--- config.mk ---
export PLATFORM = sky130hd
export DESIGN_NAME = serial_adder_ctrl_flat
export DESIGN_NICKNAME = d
export VERILOG_FILES = /design/src/rtl/serial_adder_ctrl_if.sv /design/src/rtl/serial_adder_ctrl.sv /design/src/flat_wrapper.sv
export SDC_FILE = /design/constraint.sdc
export NUM_CORES = 1
export LEC_CHECK = 0
export ABC_AREA = 1
export BUFFER_PORTS_ARGS = -buffer_cell sky130_fd_sc_hd__buf_2
export CORE_UTILIZATION = 40
export DETAILED_ROUTE_END_ITERATION = 6
export SKIP_CTS_REPAIR_TIMING = 1
export SLEW_MARGIN = 10
export SYNTH_ARGS = -nofsm -noshare
export SYNTH_HDL_FRONTEND = slang
export SYNTH_SLANG_ARGS = --single-unit
--- constraint.sdc ---
create_clock -name clk -period 1.5 [get_ports clk]
set_clock_uncertainty 0.05 [all_clocks]
set_input_delay 0.225 -clock clk [delete_from_list [all_inputs] [get_ports clk]]
set_output_delay 0.225 -clock clk [all_outputs]
set_load 0.005 [all_outputs]
--- src/rtl/serial_adder_ctrl_if.sv ---
// Handshake bundle for serial_adder_ctrl: command side (in_*, a, b, sub)
// and result side (out_*, sum, cout, ovf) plus the busy status flag.
interface serial_adder_ctrl_if #(
    parameter int WIDTH = 8
);
    logic             in_valid;
    logic             in_ready;
    logic [WIDTH-1:0] a;
    logic [WIDTH-1:0] b;
    logic             sub;
    logic             out_valid;
    logic             out_ready;
    logic [WIDTH-1:0] sum;
    logic             cout;
    logic             ovf;
    logic             busy;

    // Request source / result consumer side
    modport master (
        output in_valid, a, b, sub, out_ready,
        input  in_ready, out_valid, sum, cout, ovf, busy
    );

    // Adder engine side
    modport slave (
        input  in_valid, a, b, sub, out_ready,
        output in_ready, out_valid, sum, cout, ovf, busy
    );
endinterface

--- src/rtl/serial_adder_ctrl.sv ---
// Bit-serial add/subtract engine: one full-adder slice and a registered
// carry process the operands LSB first, one bit per clock. Subtract is
// A + ~B + 1, realised by inverting B at capture and seeding the carry.
module serial_adder_ctrl #(
    parameter int WIDTH = 8
) (
    input logic                 clk,
    input logic                 rst,
    serial_adder_ctrl_if.slave  bus
);
    localparam int CW = (WIDTH > 1) ? $clog2(WIDTH) : 1;
    localparam logic [CW-1:0] LAST = CW'(WIDTH - 1);

    typedef enum logic [1:0] {IDLE, RUN, DONE} state_t;

    state_t           r_state;
    state_t           w_next;
    logic [WIDTH-1:0] r_sha;
    logic [WIDTH-1:0] r_shb;
    logic [WIDTH-1:0] r_acc;
    logic [WIDTH-1:0] r_sum;
    logic [CW-1:0]    r_cnt;
    logic             r_carry;
    logic             r_cout;
    logic             r_ovf;
    logic             w_s;
    logic             w_c;
    logic             w_last;
    logic             w_in_ready;
    logic             w_out_valid;
    logic             w_busy;

    assign w_s    = r_sha[0] ^ r_shb[0] ^ r_carry;
    assign w_c    = (r_sha[0] & r_shb[0]) | ((r_sha[0] ^ r_shb[0]) & r_carry);
    assign w_last = (r_cnt == LAST);

    // State register
    always_ff @(posedge clk) begin
        if (rst) r_state <= IDLE;
        else     r_state <= w_next;
    end

    // Next-state decode and handshake outputs
    always_comb begin
        w_next      = r_state;
        w_in_ready  = 1'b0;
        w_out_valid = 1'b0;
        w_busy      = 1'b0;
        case (r_state)
            IDLE: begin
                w_in_ready = 1'b1;
                if (bus.in_valid) w_next = RUN;
            end
            RUN: begin
                w_busy = 1'b1;
                if (w_last) w_next = DONE;
            end
            DONE: begin
                w_out_valid = 1'b1;
                if (bus.out_ready) w_next = IDLE;
            end
            default: w_next = IDLE;
        endcase
    end

    // Operand capture, serial datapath and result latching.
    // The shifting accumulator is kept apart from the visible sum so the
    // published result stays put while the next operation runs.
    always_ff @(posedge clk) begin
        if (rst) begin
            r_sha   <= '0;
            r_shb   <= '0;
            r_acc   <= '0;
            r_sum   <= '0;
            r_cnt   <= '0;
            r_carry <= 1'b0;
            r_cout  <= 1'b0;
            r_ovf   <= 1'b0;
        end else begin
            case (r_state)
                IDLE: begin
                    if (bus.in_valid) begin
                        r_sha   <= bus.a;
                        r_shb   <= bus.sub ? ~bus.b : bus.b;
                        r_carry <= bus.sub;
                        r_cnt   <= '0;
                    end
                end
                RUN: begin
                    r_sha   <= r_sha >> 1;
                    r_shb   <= r_shb >> 1;
                    r_carry <= w_c;
                    r_acc   <= {w_s, r_acc[WIDTH-1:1]};
                    if (w_last) begin
                        r_sum  <= {w_s, r_acc[WIDTH-1:1]};
                        r_cout <= w_c;
                        r_ovf  <= r_carry ^ w_c;
                    end else begin
                        r_cnt <= r_cnt + 1'b1;
                    end
                end
                default: ;
            endcase
        end
    end

    assign bus.in_ready  = w_in_ready;
    assign bus.out_valid = w_out_valid;
    assign bus.busy      = w_busy;
    assign bus.sum       = r_sum;
    assign bus.cout      = r_cout;
    assign bus.ovf       = r_ovf;
endmodule

--- src/flat_wrapper.sv ---
// flat-port wrapper written by rule: the top's interface ports become plain ports
module serial_adder_ctrl_flat 
#(
    parameter int WIDTH = 8
)
  (clk, rst, bus_in_valid, bus_a, bus_b, bus_sub, bus_out_ready, bus_in_ready, bus_out_valid, bus_sum, bus_cout, bus_ovf, bus_busy);
  serial_adder_ctrl_if #(.WIDTH(WIDTH)) bus_i ();
  input logic clk;
  input logic rst;
  input wire logic [$bits(bus_i.in_valid)-1:0] bus_in_valid;
  input wire logic [$bits(bus_i.a)-1:0] bus_a;
  input wire logic [$bits(bus_i.b)-1:0] bus_b;
  input wire logic [$bits(bus_i.sub)-1:0] bus_sub;
  input wire logic [$bits(bus_i.out_ready)-1:0] bus_out_ready;
  output wire logic [$bits(bus_i.in_ready)-1:0] bus_in_ready;
  output wire logic [$bits(bus_i.out_valid)-1:0] bus_out_valid;
  output wire logic [$bits(bus_i.sum)-1:0] bus_sum;
  output wire logic [$bits(bus_i.cout)-1:0] bus_cout;
  output wire logic [$bits(bus_i.ovf)-1:0] bus_ovf;
  output wire logic [$bits(bus_i.busy)-1:0] bus_busy;
  assign bus_i.in_valid = bus_in_valid;
  assign bus_i.a = bus_a;
  assign bus_i.b = bus_b;
  assign bus_i.sub = bus_sub;
  assign bus_i.out_ready = bus_out_ready;
  assign bus_in_ready = bus_i.in_ready;
  assign bus_out_valid = bus_i.out_valid;
  assign bus_sum = bus_i.sum;
  assign bus_cout = bus_i.cout;
  assign bus_ovf = bus_i.ovf;
  assign bus_busy = bus_i.busy;
  serial_adder_ctrl #(.WIDTH(WIDTH)) u_core (.clk(clk), .rst(rst), .bus(bus_i));
endmodule
# Word level (Yosys, flattened, before mapping)
# Cells that the tools add are included.
# word_totals
reg_bits	40
inputBits	21
# classes
mux	17
bitwise_logic	7
n_eq_ne	7
reduce_logical	6
n_addsub	1
# op_table
operator	count
$pmux 8 s2	2
$mux 8	3
$not 8->8	1
$mux 2	3
$mux 3	2
$ne 2x2->1 const B	3
$pmux 2 s3	1
$pmux 3 s2	1
$reduce_and 3->1	2
$mux 1	4
$reduce_and 2->1	2
$add 3x1->3 const B	1
$eq 3x3->1 const B	1
$xor 1x1->1	3
$and 1x1->1	2
$eq 2x1->1 const B	1
$eq 2x2->1 const B	1
$logic_not 2->1	1
$ne 2x1->1 const B	1
$pmux 1 s2	1
$reduce_bool 2->1	1
$or 1x1->1	1

# Logic depth before layout (Yosys ltp)
# logic_depth
depth_word	4
depth_mapped	8
depth_no_buf	7

# Worst setup path before layout
# No wires, ideal clock.
# synth_path
path_type	flip-flop to flip-flop
start	reg u_core.r_cnt[0]
end	reg u_core.r_cnt[0]
arrival_ns	1.205
stages_incl_launch_ff	8
period_less_slack_ns	1.319
setup_slack_ns	0.181
n_path_buf	0
setup_ns	0.064
path_cell_list	dfxtp_1 ha_1 ha_1 a21oi_1 nand2_1 inv_1 nor2_1 nor2_1
# synth_between
elab_chain_cells	3
word_cells_on_any_way	6
cone_classes	add/sub (1); eq/ne (2); mux (2); reduce/logical (1)
# synth_lines
item	line_no	source
start, declared	serial_adder_ctrl.sv:22	logic [CW-1:0] r_cnt;
start signal, assigned	serial_adder_ctrl.sv:99	r_cnt <= r_cnt + 1'b1;
$add 3x1->3 / $eq 3x3->1 (equally long branches)	serial_adder_ctrl.sv:99, serial_adder_ctrl.sv:35	
$mux 3 / $ne 2x2->1 (equally long branches)	-	
$pmux 3 s2 / $reduce_and 3->1 (equally long branches)	-	
# Several ways; a longest one is shown, not always the timed one. The select of a mux whose other input is x is not followed.
# A chain may end at the register's enable or synchronous reset.

# Worst setup path after layout
# layout_path
start	reg u_core.r_state[0]
end	out bus_busy
# layout_between
elab_chain_cells	2
# layout_lines
item	line_no	source
start, declared	serial_adder_ctrl.sv:16	state_t r_state;
start signal, assigned	serial_adder_ctrl.sv:40	else r_state <= w_next;
$eq 2x1->1	serial_adder_ctrl.sv:49	case (r_state)
$mux 1	serial_adder_ctrl.sv:49	
end, declared	flat_wrapper.sv:20	output wire logic [$bits(bus_i.busy)-1:0] bus_busy;
# No other way between the ends.

==> results.cfg <==
[global_route]
grt_use_met3_pct = 5.70
antenna_found_initial = 0
grt_pass1_wl_um = 6230
top_usage_layer = met2
grt_util_met2_pct = 26.9
grt_overflow = 0
gr-usage-met1_pct = 19.0
grt.total_usage_pct = 15.9
grt_max_degree = 24
grt_pass1_vias = 1510

[critical_path]
cp-start-kind = register
critPathKind = reg -> out
end_kind = output port
cp_data_required_time_ns = 1.22
arrival_ns = 1.17
path_buf_inv = 3
path_cells = inv_2 -> nor2_4 -> buf_4 -> buf_2
cp_top_family = buffers and inverters
max_stage_delay_ns = 0.38
cp_slowest_cell = dfxtp_4
crit_fanout = 12

[floorplan]
die_w_um = 69.1
die_area_um2 = 4770
coreArea_um2 = 4320
rows = 24
die_y_um = 69.1
ios = 34
start_util_pct = 41.6

[route]
drt-total-wl_um = 3450
routedWlPerCell_um = 9.52
via_per_inst = 4.51
drc_errors = 0
vias = 1637
dr.pass1.iters = 4
ant_nets = 0
drtIter0Drc = 89

[run_status]
status = finished, final reports clean

[synth]
synth_mux_area_share_pct = 0
yosysTopAreaCell = dfxtp_1
yosysTopAreaCellShare_pct = 43.4
synth_fa_ha_area_share_pct = 2.50
syn_avg_cell_area_um2 = 6.57
synth_area_um2 = 1800
synth_xor_area_share_pct = 0.974
synthSimpleGateAreaFrac_pct = 33.6
ys_ff_latch = 39
ys_seq_area_share_pct = 43.4
synth-compound-area-share_pct = 9.53
yosysUniqueCellTypes = 19
synth_top_family_by_area = simple AND/OR/NAND/NOR gates
yosysWarnings = 0
netlist_instances = 274
synthTopCellsByArea = dfxtp_1, nand2_1, nor2_1
synth_nets = 298

[final_layout]
final_area_um2 = 2150
fill_cells = 479
final_util_pct = 49.8
diodes = 0
post_route_cells_drive_above_1_share_pct = 18.6
syn2layout_area_growth_pct = 19.7
nets = 335

[pwr]
swShare_pct = 25.7
clockPowerShare_pct = 33.1
p_per_area_nw_per_um2 = 988
seq_power_share_pct = 52.9
p_int_mw = 1.58
switchingPower_mw = 0.547
ir_drop_mv = 0.335
combPwrFrac_pct = 14.0
power_leakage_nw = 1.12

[cts]
cts_tree = done
cts_buffers = 5
cts_buffer_depth = 2
h-tree-depth = 2
clock_latency_ns = 0.29
cts-root-buf = clkbuf_8
path_clk_slew_ns = 0.07
cts_sinks = 39

[sta]
setup_ws_ns = 0.0593
rsz0062_at_grt = yes
relSlewSlack_pct = 75.4
tightest_slew_ns = 0.368
finalSetupViolations = 0
hold_viol_final = 0
drv_slew = 0
fin_crit_sh_pct = 96.0
fmax_mhz = 694
min_period_ns = 1.44
timing.hold.ws_ns = 0.130

[place]
portBuffers = 33
place_ws_ns = 0.0584
dpl.hpwl_um = 2480
placed_area_um2 = 2050
place_congestion = 0.762

[worst_hold_path]
min_path_type = in -> reg

[run]
maxCapViolCount = 0
[flip-flops by register name (all words and copies together) (netlist names), 2 cells and up]
register,cells
u_core.bus.sum,8
u_core.r_acc,7
u_core.r_sha,8
u_core.r_cnt,3
u_core.r_shb,8
u_core.r_state,2
[power by group through the flow]
| stage | logic (mW) | registers [mW] | clock network, mW |
|---|---|---|---|
| 2_1_floorplan | 0.214 | 1.14 | 0 |
| 3_3_place_gp | 0.300 | 1.15 | 0 |
| 3_5_place_dp | 0.303 | 1.15 | 0 |
| 4_1_cts | 0.304 | 1.12 | 0.732 |
| 5_1_grt | 0.353 | 1.13 | 0.780 |
| 6_report | 0.299 | 1.12 | 0.703 |
[layout by cell type, fill, tap and decap left out, types with 2 or more instances in the layout]
| master | n |
|---|---|
| inv_2 | 2 |
| nand3_1 | 10 |
| buf_4 | 7 |
| buf_2 | 33 |
| clkbuf_8 | 6 |
| xor2_1 | 2 |
| dfxtp_1 | 37 |
| ha_1 | 2 |
| buf_12 | 2 |
| nand2_1 | 106 |
| a21oi_1 | 15 |
| o21ai_0 | 15 |
| inv_1 | 28 |
| nor2_1 | 36 |
[metal layers]
layer / up-vias / wire, um / share of wire, %
met1: 700 / 1700 / 49
met5: - / 0 / 0
met2: 28 / 1580 / 46
met3: 5 / 147 / 4.3
met4: 0 / 31 / 0.90
li1: 904 / - / -
[final timing paths]
| kind | from | end | slack, ns | depth (start not counted) |
|---|---|---|---|---|
| setup / recovery | u_core.r_state[0] | bus_busy | 0.06 | 4 |
| hold / removal | bus_out_ready | u_core.r_state[1] | 0.13 | 4 |
| setup reg to reg | u_core.r_cnt[0] | u_core.r_cnt[0] | 0.12 | 7 |
| hold reg to reg | u_core.bus.sum[3] | u_core.bus.sum[3] | 0.41 | 2 |
[layout make-up]
| type | instances | area (um2) | area share (%) |
|---|---|---|---|
| multi-input cells | 193 | 845 | 39.2 |
| clock buffers | 6 | 82.6 | 3.83 |
| inverters | 30 | 113 | 5.23 |
| flip-flops and latches | 39 | 786 | 36.5 |
| repair buffers | 42 | 258 | 12.0 |
| well taps | 52 | 65.1 | 3.02 |
| clock inverters | 1 | 5.00 | 0.232 |
[cell usage after synthesis]
| master | instances |
|---|---|
| nand2_1 | 107 |
| dfxtp_1 | 39 |
| nor2_1 | 36 |
| inv_1 | 28 |
| a21oi_1 | 16 |
| o21ai_0 | 15 |
| nand3_1 | 10 |
| buf_4 | 5 |
| clkbuf_1 | 4 |
| buf_2 | 2 |
| ha_1 | 2 |
| inv_2 | 2 |
| xor2_1 | 2 |
| a211oi_1 | 1 |
| clkbuf_2 | 1 |
| fa_1 | 1 |
| nor2_2 | 1 |
| nor2_4 | 1 |
| o21ai_2 | 1 |
[through the flow]
| step | std cells | TNS, ns | total power, mW |
|---|---|---|---|
| after floorplan | 274 | 0 | 1.35 |
| after global placement | 356 | 0 | 1.45 |
| after detailed placement | 356 | 0 | 1.45 |
| after CTS | 363 | -0.0494 | 2.16 |
| after global routing | 363 | -0.0446 | 2.27 |
| final | 363 | 0 | 2.13 |
[cells by family after synthesis]
| family | Yosys count |
|---|---|
| adders and majority gates | 3 |
| AOI/OAI and AO/OA | 33 |
| DFF | 39 |
| buffers and inverters | 42 |
| and+or+nand+nor | 155 |
| xor gates and xnor gates | 2 |
[worst min-delay path: stages]
cell and delay, ns:
buf_2 0.07, inv_1 0.03, nand2_1 0.05, a21oi_1 0.05
No activity file was read; power rests on OpenSTA's default activity.
